<file path="config.mk">
export PLATFORM = sky130hd
export DESIGN_NAME = store_buffer
export DESIGN_NICKNAME = d
export VERILOG_FILES = /design/src/rtl/store_buffer.sv
export SDC_FILE = /design/constraint.sdc
export NUM_CORES = 1
export LEC_CHECK = 0
export ABC_CLOCK_PERIOD_IN_PS = 12060
export CORE_AREA = 2 2 248 250
export DETAILED_ROUTE_END_ITERATION = 10
export DIE_AREA = 0 0 250 252
export GPL_TIMING_DRIVEN = 1
export PLACE_DENSITY = 0.45
export SLEW_MARGIN = 25
export SYNTH_ARGS = -nofsm -noshare
export SYNTH_HDL_FRONTEND = slang
export SYNTH_SLANG_ARGS = --single-unit
export TNS_END_PERCENT = 100
</file>
<file path="constraint.sdc">
create_clock -name clk -period 12.06 [get_ports clk]
set_input_delay 1.206 -clock clk [delete_from_list [all_inputs] [get_ports clk]]
set_output_delay 1.206 -clock clk [all_outputs]
set_load 0.005 [all_outputs]
</file>
<file path="src/rtl/store_buffer.sv">
// Store buffer between a core and a single-port data RAM.
// Holds up to DEPTH pending stores in a circular FIFO. Loads get the RAM port
// first and see forwarded data from the youngest matching entry. When no load
// is present, the oldest entry drains to the RAM.
module store_buffer #(
  parameter int DEPTH = 4
) (
  input  logic        clk,
  input  logic        reset,
  input  logic        we,
  input  logic        re,
  input  logic [31:0] a,
  input  logic [31:0] wd,
  output logic [31:0] rd,
  output logic        stall,
  output logic        empty,
  output logic        mem_we,
  output logic [31:0] mem_a,
  output logic [31:0] mem_wd,
  input  logic [31:0] mem_rd
);

  localparam int PW = (DEPTH > 1) ? $clog2(DEPTH) : 1;
  localparam logic [PW:0] FULL = (PW+1)'(DEPTH);

  logic [29:0]    addr_r [DEPTH];
  logic [31:0]    data_r [DEPTH];
  logic [DEPTH-1:0] valid_r;
  logic [PW-1:0]  head_r;
  logic [PW-1:0]  tail_r;
  logic [PW:0]    count_r;

  logic           accept_s;
  logic           drain_s;
  logic           fwd_hit_s;
  logic [31:0]    fwd_data_s;
  logic [PW-1:0]  idx_s;

  // Acceptance and drain decisions; stall looks at count before any same-cycle drain.
  always_comb begin
    stall    = we & (count_r == FULL);
    accept_s = we & ~stall;
    drain_s  = ~re & (count_r != {(PW+1){1'b0}});
    empty    = (count_r == {(PW+1){1'b0}});
  end

  // Walk entries oldest to youngest so the last match wins (youngest store).
  always_comb begin
    fwd_hit_s  = 1'b0;
    fwd_data_s = 32'h0000_0000;
    idx_s      = head_r;
    for (int k = 0; k < DEPTH; k++) begin
      idx_s = head_r + PW'(k);
      if (valid_r[idx_s] && (addr_r[idx_s] == a[31:2])) begin
        fwd_hit_s  = 1'b1;
        fwd_data_s = data_r[idx_s];
      end else begin
        fwd_hit_s  = fwd_hit_s;
        fwd_data_s = fwd_data_s;
      end
    end
  end

  // Load data: forwarded entry when a load hits, otherwise the RAM read data.
  always_comb begin
    rd = mem_rd;
    if (re && fwd_hit_s) begin
      rd = fwd_data_s;
    end else begin
      rd = mem_rd;
    end
  end

  // RAM port arbitration: a load owns the port, otherwise the head entry drains.
  always_comb begin
    mem_we = 1'b0;
    mem_a  = {a[31:2], 2'b00};
    mem_wd = data_r[head_r];
    if (drain_s) begin
      mem_we = 1'b1;
      mem_a  = {addr_r[head_r], 2'b00};
    end else begin
      mem_we = 1'b0;
      mem_a  = {a[31:2], 2'b00};
    end
  end

  // Entry payload storage; not cleared by reset since valid bits gate its use.
  always_ff @(posedge clk) begin
    if (accept_s) begin
      addr_r[tail_r] <= a[31:2];
      data_r[tail_r] <= wd;
    end
  end

  // Pointers, occupancy and valid bits.
  always_ff @(posedge clk) begin
    if (reset) begin
      head_r  <= '0;
      tail_r  <= '0;
      count_r <= '0;
      valid_r <= '0;
    end else begin
      if (accept_s) begin
        valid_r[tail_r] <= 1'b1;
        tail_r          <= tail_r + 1'b1;
      end
      if (drain_s) begin
        valid_r[head_r] <= 1'b0;
        head_r          <= head_r + 1'b1;
      end
      case ({accept_s, drain_s})
        2'b10:   count_r <= count_r + 1'b1;
        2'b01:   count_r <= count_r - 1'b1;
        default: count_r <= count_r;
      endcase
    end
  end

endmodule

</file>
==> results of run 1 <==
-- sequential cells by signal (all words and copies together) (netlist names), named ones only --
signal   cells
valid_r      4
tail_r       2
data_r     128
head_r       2
addr_r     120
count_r      3
-- stage by stage --
stage	total power, µW	hold slack [ns]	cell area, µm²	utilization [%]	cells
global route	4610	0.565	21500	35.7	2405
finish	4350	0.511	21500	35.7	2405
CTS	4410	0.514	21500	35.7	2402
floorplan	2690	0.480	17900	-	1474
detailed placement	3370	0.507	20300	33.8	2341
global placement	3360	0.506	20300	33.8	2341
-- layout by cell type, fill, tap and decap left out, drive strengths merged, types with 11 or more instances in the layout --
cell type / netlist / routed
o22ai: 43 / 43
xnor2: 89 / 89
a22oi: 36 / 36
dfxtp: 13 / 13
nor4: 13 / 13
buf: 64 / 21
nor3: 11 / 11
mux2i: 187 / 187
mux2: 76 / 76
xor2: 17 / 17
clkbuf: 66 / 46
nor2: 105 / 105
o21ai: 83 / 83
nand4: 11 / 11
clkinv: 1 / 12
mux4: 99 / 99
a21o: 31 / 31
a21oi: 18 / 18
inv: 47 / 47
nor2b: 32 / 32
nand2: 51 / 51
edfxtp: 248 / 248
o31ai: 34 / 34
clkdlybuf4s50: 0 / 194
-- metal layers --
layer	vias to the layer above	part of all wire (%)	global-route usage, %
li1	5927	-	-
met1	6608	44	24.7
met2	340	49	31.3
met3	85	4.4	2.54
met4	2	2.5	6.42
met5	-	0.017	0
-- area by class of cell --
cell class / count / share of cell area [%]
antenna: 3 / 0.0350
clock buffer: 46 / 4.41
clock inverter: 15 / 0.798
inverter: 48 / 0.839
multi-input combinational: 1035 / 43.5
sequential: 261 / 35.9
tap: 782 / 4.56
timing repair buffer: 215 / 9.89
-- cells by family (layout without fill, tap and decap cells) --
group | count (synthesis) | count (layout) | share of synthesized area (%)
compound gates | 296 | 296 | 11.2
xor+xnor | 106 | 106 | 5.19
fa+ha+maj | 10 | 10 | 0.741
buf+inv | 178 | 324 | 4.87
flops | 261 | 261 | 43.1
mux | 362 | 362 | 27.9
other cells | 1 | 5 | 0.0210
simple gates | 259 | 259 | 7.00
-- worst register-to-register path, stage by stage, from the launching register on --
cell,delay (ns)
dfxtp_4,0.80
inv_1,0.31
ha_4,0.35
buf_4,0.57
buf_4,0.71
nand2_1,0.10
a21oi_1,0.19
-- cell usage after synthesis, types with 7 or more instances --
cell type | number | share of area, %
edfxtp_1 | 248 | 42
mux2i_1 | 185 | 10
nor2_1 | 105 | 2.2
mux4_2 | 93 | 12
xnor2_1 | 89 | 4.4
o21ai_0 | 81 | 2.3
mux2_2 | 75 | 4.7
clkbuf_1 | 66 | 1.4
nand2_1 | 50 | 1.0
inv_1 | 47 | 0.99
o22ai_1 | 43 | 1.5
a22oi_1 | 36 | 1.5
o31ai_1 | 34 | 1.4
nor2b_1 | 32 | 1.1
a21o_1 | 31 | 1.3
buf_1 | 27 | 0.57
buf_2 | 19 | 0.53
a21oi_1 | 18 | 0.50
xor2_1 | 17 | 0.83
dfxtp_1 | 13 | 1.5
nor3_1 | 11 | 0.31
nor4_1 | 11 | 0.38
nand4_1 | 10 | 0.35
and2_1 | 9 | 0.31
ha_1 | 9 | 0.63
buf_6 | 8 | 0.50
nand3_1 | 7 | 0.20
-- power groups by stage --
stage / logic (µW) / registers [µW] / clock network, µW
2_1_floorplan: 1520 / 1170 / 0
3_3_place_gp: 2120 / 1240 / 0
3_5_place_dp: 2130 / 1240 / 0
4_1_cts: 2140 / 1220 / 1050
5_1_grt: 2290 / 1240 / 1090
6_report: 2110 / 1220 / 1020
-- final timing paths --
path                            startpoint    endpoint  slack [ns]  depth (start not counted)
worst max register to register   head_r[0]        flop        8.93                          6
worst min-delay path            valid_r[2]  valid_r[2]        0.51                          2
worst max-delay path             head_r[0]       rd[6]        4.11                         13
worst min register to register  valid_r[2]  valid_r[2]        0.51                          2
==> key figures, run 1 <==
Floorplan
  • Die Span Y: 252 µm
  • CORE AREA: 0.0601 mm²
  • Row count: 90
  • Initial Utilization: 29.8%
  • Die W: 250 µm
  • I/O Pins: 199
  • Die ar.: 0.0630 mm²

CTS
  • CTS Hold Buffers Added: 0
  • Maximum root-to-sink buffer count: 3
  • Post-CTS setup buffer count: 0
  • Root Buffer: clkbuf_16
  • Post-CTS Resized: 0
  • Worst-skew pair later-pin latency: 0.56 ns
  • H-tree Lvls: 2
  • Clock-pin slew on the worst setup and hold paths: 0.06 ns
  • CTS tree: done
  • Cts bufs inserted: 34
  • Clock Sinks: 261

GRT
  • Grt ovf: 0
  • First-pass GRT wire length: 87600 µm
  • Antenna violations before repair: 4
  • Gr usage total: 18.6%
  • Largest net degree at the start of global routing: 115
  • Vias in the first global route: 13.3k

Worst setup path
  • CP peak stage delay: 0.80 ns
  • WP buf/inv: 4
  • Crit-path cells: inv_1, ha_4, buf_4, mux2_2, a221o_1, or2_2, nor4_2, nand2_4, a41oi_4, buf_4, mux2i_1, o31ai_1, clkdlybuf4s50_1
  • Crit-path most repeated cell: buf_4
  • Top cell family by delay on the critical path: buffers and inverters
  • CP max FO: 53
  • WP data arrival: 6.74 ns
  • Slowest-stage cell, CP: dfxtp_4
  • Worst Path Required: 10.85 ns
  • WS Path Type: flop to output pin
  • Crit. End Element: output pin
  • CP Launch Type: flop

Timing
  • Fmax: 0.126 GHz
  • Max-slew violation count: 0
  • Final hold violations: 0
  • Clock Skews: 0.0212 ns
  • RSZ-0062 raised after global routing: no
  • Setup ws final: 4.11 ns
  • Setup TNS: 0 ns
  • Period utilization: 65.9%
  • Min cycle time layout: 7.95 ns
  • Actual slew at the worst max-slew pin: 0.975 ns
  • Slew Limit Headroom: 35.0%
  • Setup violations, final: 0

Synth
  • Cell variety after synth: 74
  • Number of synthesized flops with an enable pin: 248
  • Sequential area share after synthesis: 43.1%
  • FF+latch count, synth: 261
  • Synth warn: 0
  • Top FF cell, synth: edfxtp_1
  • Syn Inst Count: 1473
  • Post-synth ARST share: 0%
  • Synthesized area per cell: 12.1 µm²
  • Synth Cell Area: 0.0179 mm²

Final layout
  • Area Overhead vs Synth: 20.0%
  • Final Net Count: 1705
  • Area of the multi-input gates: 0.00935 mm²
  • FILL cells: 5915
  • Storage element area: 0.00772 mm²
  • Share of layout cells above drive strength 1: 16.4%

Status
  • Status: finished clean

Detailed routing
  • Via Count: 13.0k
  • DRT iter0 DRCs: 765
  • Post-DR vias/cell: 5.39
  • DRC: 0
  • Routed WL: 59400 µm
  • Detail Route Antenna Nets: 0
  • Routed wire per std cell: 24.7 µm
  • Drt pass-1 iters: 5

Power and ir drop
  • Psw: 1630 µW
  • Pwr/cell area: 203 mW/mm²
  • Clk network pwr share: 23.4%
  • VDD IR-drop max: 0.000166 V
  • Internal cell power: 2720 µW
  • Static Leakage: 0.00676 µW
  • Sw frac: 37.5%
  • Sequential fraction of design power: 28.1%
  • Comb pwr share: 48.5%

Placement
  • Worst slack at placement: 4.35 ns
  • Placer congestion estimate: 0.819
  • I/O Buffers: 194
  • DPL Wire Length: 38400 µm

Job
  • Max-cap violations: 0

Hold path
  • Hold Crit Class: flop to flop
(Power assumes the default switching activity.)
==> inputs of run 2 (changes only) <==
- ABC_CLOCK_PERIOD_IN_PS: 12060 -> 6800
- PLACE_DENSITY: 0.45 -> 0.46
- clock period: 12.06 -> 6.8 ns (I/O delays scaled with it)
==> run 2 against run 1 <==
  * Sequential power rose by 78%
  * Critical endpoint is now rd[28]
  * Critical path depth fell by 1
  * Wire length rose by 0.76%
  * Highest routed layer unchanged
  * Hold slack improved by 0.0066 ns
  * Largest power group unchanged
  * Setup slack got worse by 3.7 ns
==> key figures, run 2 (synthesis results as in run 1) <==
Timing
  • Setup TNS: 0 ns
  • Actual slew at the worst max-slew pin: 1.02 ns
  • Min cycle time layout: 6.43 ns
  • Clock Skews: 0.0273 ns
  • Setup ws final: 0.371 ns
  • Final hold violations: 0
  • Max-slew violation count: 0
  • Slew Limit Headroom: 32.3%
  • Fmax: 0.156 GHz
  • Period utilization: 94.5%
  • RSZ-0062 raised after global routing: no
  • Setup violations, final: 0
  • Worst hold slack: 0.518 ns

GRT
  • Vias in the first global route: 13.4k
  • GRT busiest layer: met2
  • Met3 track demand over resource: 2.32%
  • Gr usage total: 18.8%
  • Met2 usage: 31.0%
  • Grt ovf: 0
  • Met1 Resource Use GR: 25.7%
  • Largest net degree at the start of global routing: 62
  • First-pass GRT wire length: 88300 µm
  • Antenna violations before repair: 4

Final layout
  • Share of layout cells above drive strength 1: 17.2%
  • Largest regs: data_r x128, addr_r x120, valid_r x4
  • Area Overhead vs Synth: 20.4%
  • Final instance area: 0.0215 mm²
  • Most frequent cells in the layout: 248 x edfxtp_1, 194 x clkdlybuf4s50_1, 185 x mux2i_1
  • Max reg flops: 128
  • Most common cell after layout, fill and taps aside: edfxtp_1
  • Largest Register: data_r
  • Final Net Count: 1722

Worst setup path
  • Crit. End Element: output pin
  • WP data arrival: 5.75 ns
  • RR Startpoint: count_r[0]
  • R2R Path End: count_r[2]
  • Worst R2R Setup Slack: 3.74 ns
  • CP Launch Type: flop
  • CP peak stage delay: 0.79 ns
  • WS Path Type: flop to output pin
  • Worst Path Required: 6.12 ns
  • CP max FO: 52
  • Slowest-stage cell, CP: ha_4
  • Crit-path cells: inv_1, ha_4, o21ai_0, nor4_1, o21ai_1, nor4_2, a2111o_1, buf_4, o22ai_1, mux2i_1, o31ai_1, clkdlybuf4s50_1
  • R2r worst-path depth: 10

Status
  • Status: finished clean

Detailed routing
  • Post-DR vias/cell: 5.40
  • Drt pass-1 iters: 5
  • Routed WL: 59900 µm
  • Via Count: 13.1k
  • DRT iter0 DRCs: 778
  • DRC: 0
  • Routed wire per std cell: 24.7 µm
  • Detail Route Antenna Nets: 0

Floorplan
  • I/O Pins: 199
  • Initial Utilization: 29.8%
  • CORE AREA: 0.0601 mm²
  • Die W: 250 µm
  • Row count: 90
  • Die ar.: 0.0630 mm²
  • Die Span Y: 252 µm

CTS
  • Cts bufs inserted: 34
  • H-tree Lvls: 2
  • Clock Sinks: 261
  • Root Buffer: clkbuf_16
  • CTS tree: done
  • Clock-pin slew on the worst setup and hold paths: 0.06 ns
  • Worst-skew pair later-pin latency: 0.55 ns
  • Maximum root-to-sink buffer count: 3

Power and ir drop
  • VDD IR-drop max: 0.000220 V
  • Static Leakage: 0.00680 µW
  • Total Power: 7650 µW
  • Pwr/cell area: 355 mW/mm²

Hold path
  • Worst Hold Path EP: valid_r[2]
  • Worst hold start: valid_r[2]
  • Hold Crit Class: flop to flop
  • Worst hold stages: 2

Placement
  • Placed cell area: 0.0205 mm²
  • Placer congestion estimate: 0.906
  • DPL Wire Length: 39800 µm
  • I/O Buffers: 194
  • Worst slack at placement: 0.820 ns

Job
  • Max-cap violations: 0
[run 2: worst max-delay path by stage]
stage | start | end | slack [ns]
final | head_r[0] | rd[28] | 0.37
after global routing | head_r[0] | rd[10] | 0.12
after CTS | head_r[0] | rd[22] | 0.20
after detailed placement | head_r[0] | rd[22] | 0.82
after global placement | head_r[0] | rd[21] | 0.84
after floorplan | head_r[0] | rd[10] | 2.29
[run 2: per-layer routing]
layer  routed length [µm]  up-vias
met5                   12        -
met4                 1490        2
met3                 2260       78
met2                28400      313
met1                27700     6717
li1                     -     5972
[run 2: critical path, delay by kind of cell (launching register included)]
| family | cells | cell delay, ns |
|---|---|---|
| flops | 1 | 0.70 |
| buf+inv | 3 | 1.29 |
| mux | 1 | 0.18 |
| fa+ha+maj | 1 | 0.79 |
| simple gates | 2 | 1.22 |
| compound gates | 5 | 0.92 |
[run 2: cell type report]
class / instances / area (µm²)
multi-input cells: 1035 / 9340
clock inverters: 20 / 153
clock buffers: 40 / 895
flip-flops and latches: 261 / 7720
well taps: 782 / 978
diodes: 4 / 10.0
repair buffers: 232 / 2260
fillers: 5918 / 38600
inverters: 48 / 180
[run 2: power by group]
| part | switching (µW) | leakage [µW] | total (µW) | internal, µW |
|---|---|---|---|---|
| clock network | 701 | 0.000517 | 1690 | 988 |
| logic | 2000 | 0.00390 | 3790 | 1790 |
| registers | 211 | 0.00239 | 2170 | 1960 |
| total | 2910 | 0.00680 | 7650 | 4740 |
[run 2: what timing repair did]
item	in CTS	in global routing
setup endpoints to repair	0	2
hold buffers	0	0
buffers inserted	0	0
gates resized for setup	0	1
[run 2: stage by stage]
stage          utilization, %  cells
6_report                 35.8   2422
5_1_grt                  35.8   2421
3_3_place_gp             34.1   2358
4_1_cts                  35.8   2418
2_1_floorplan               -   1474
3_5_place_dp             34.1   2358
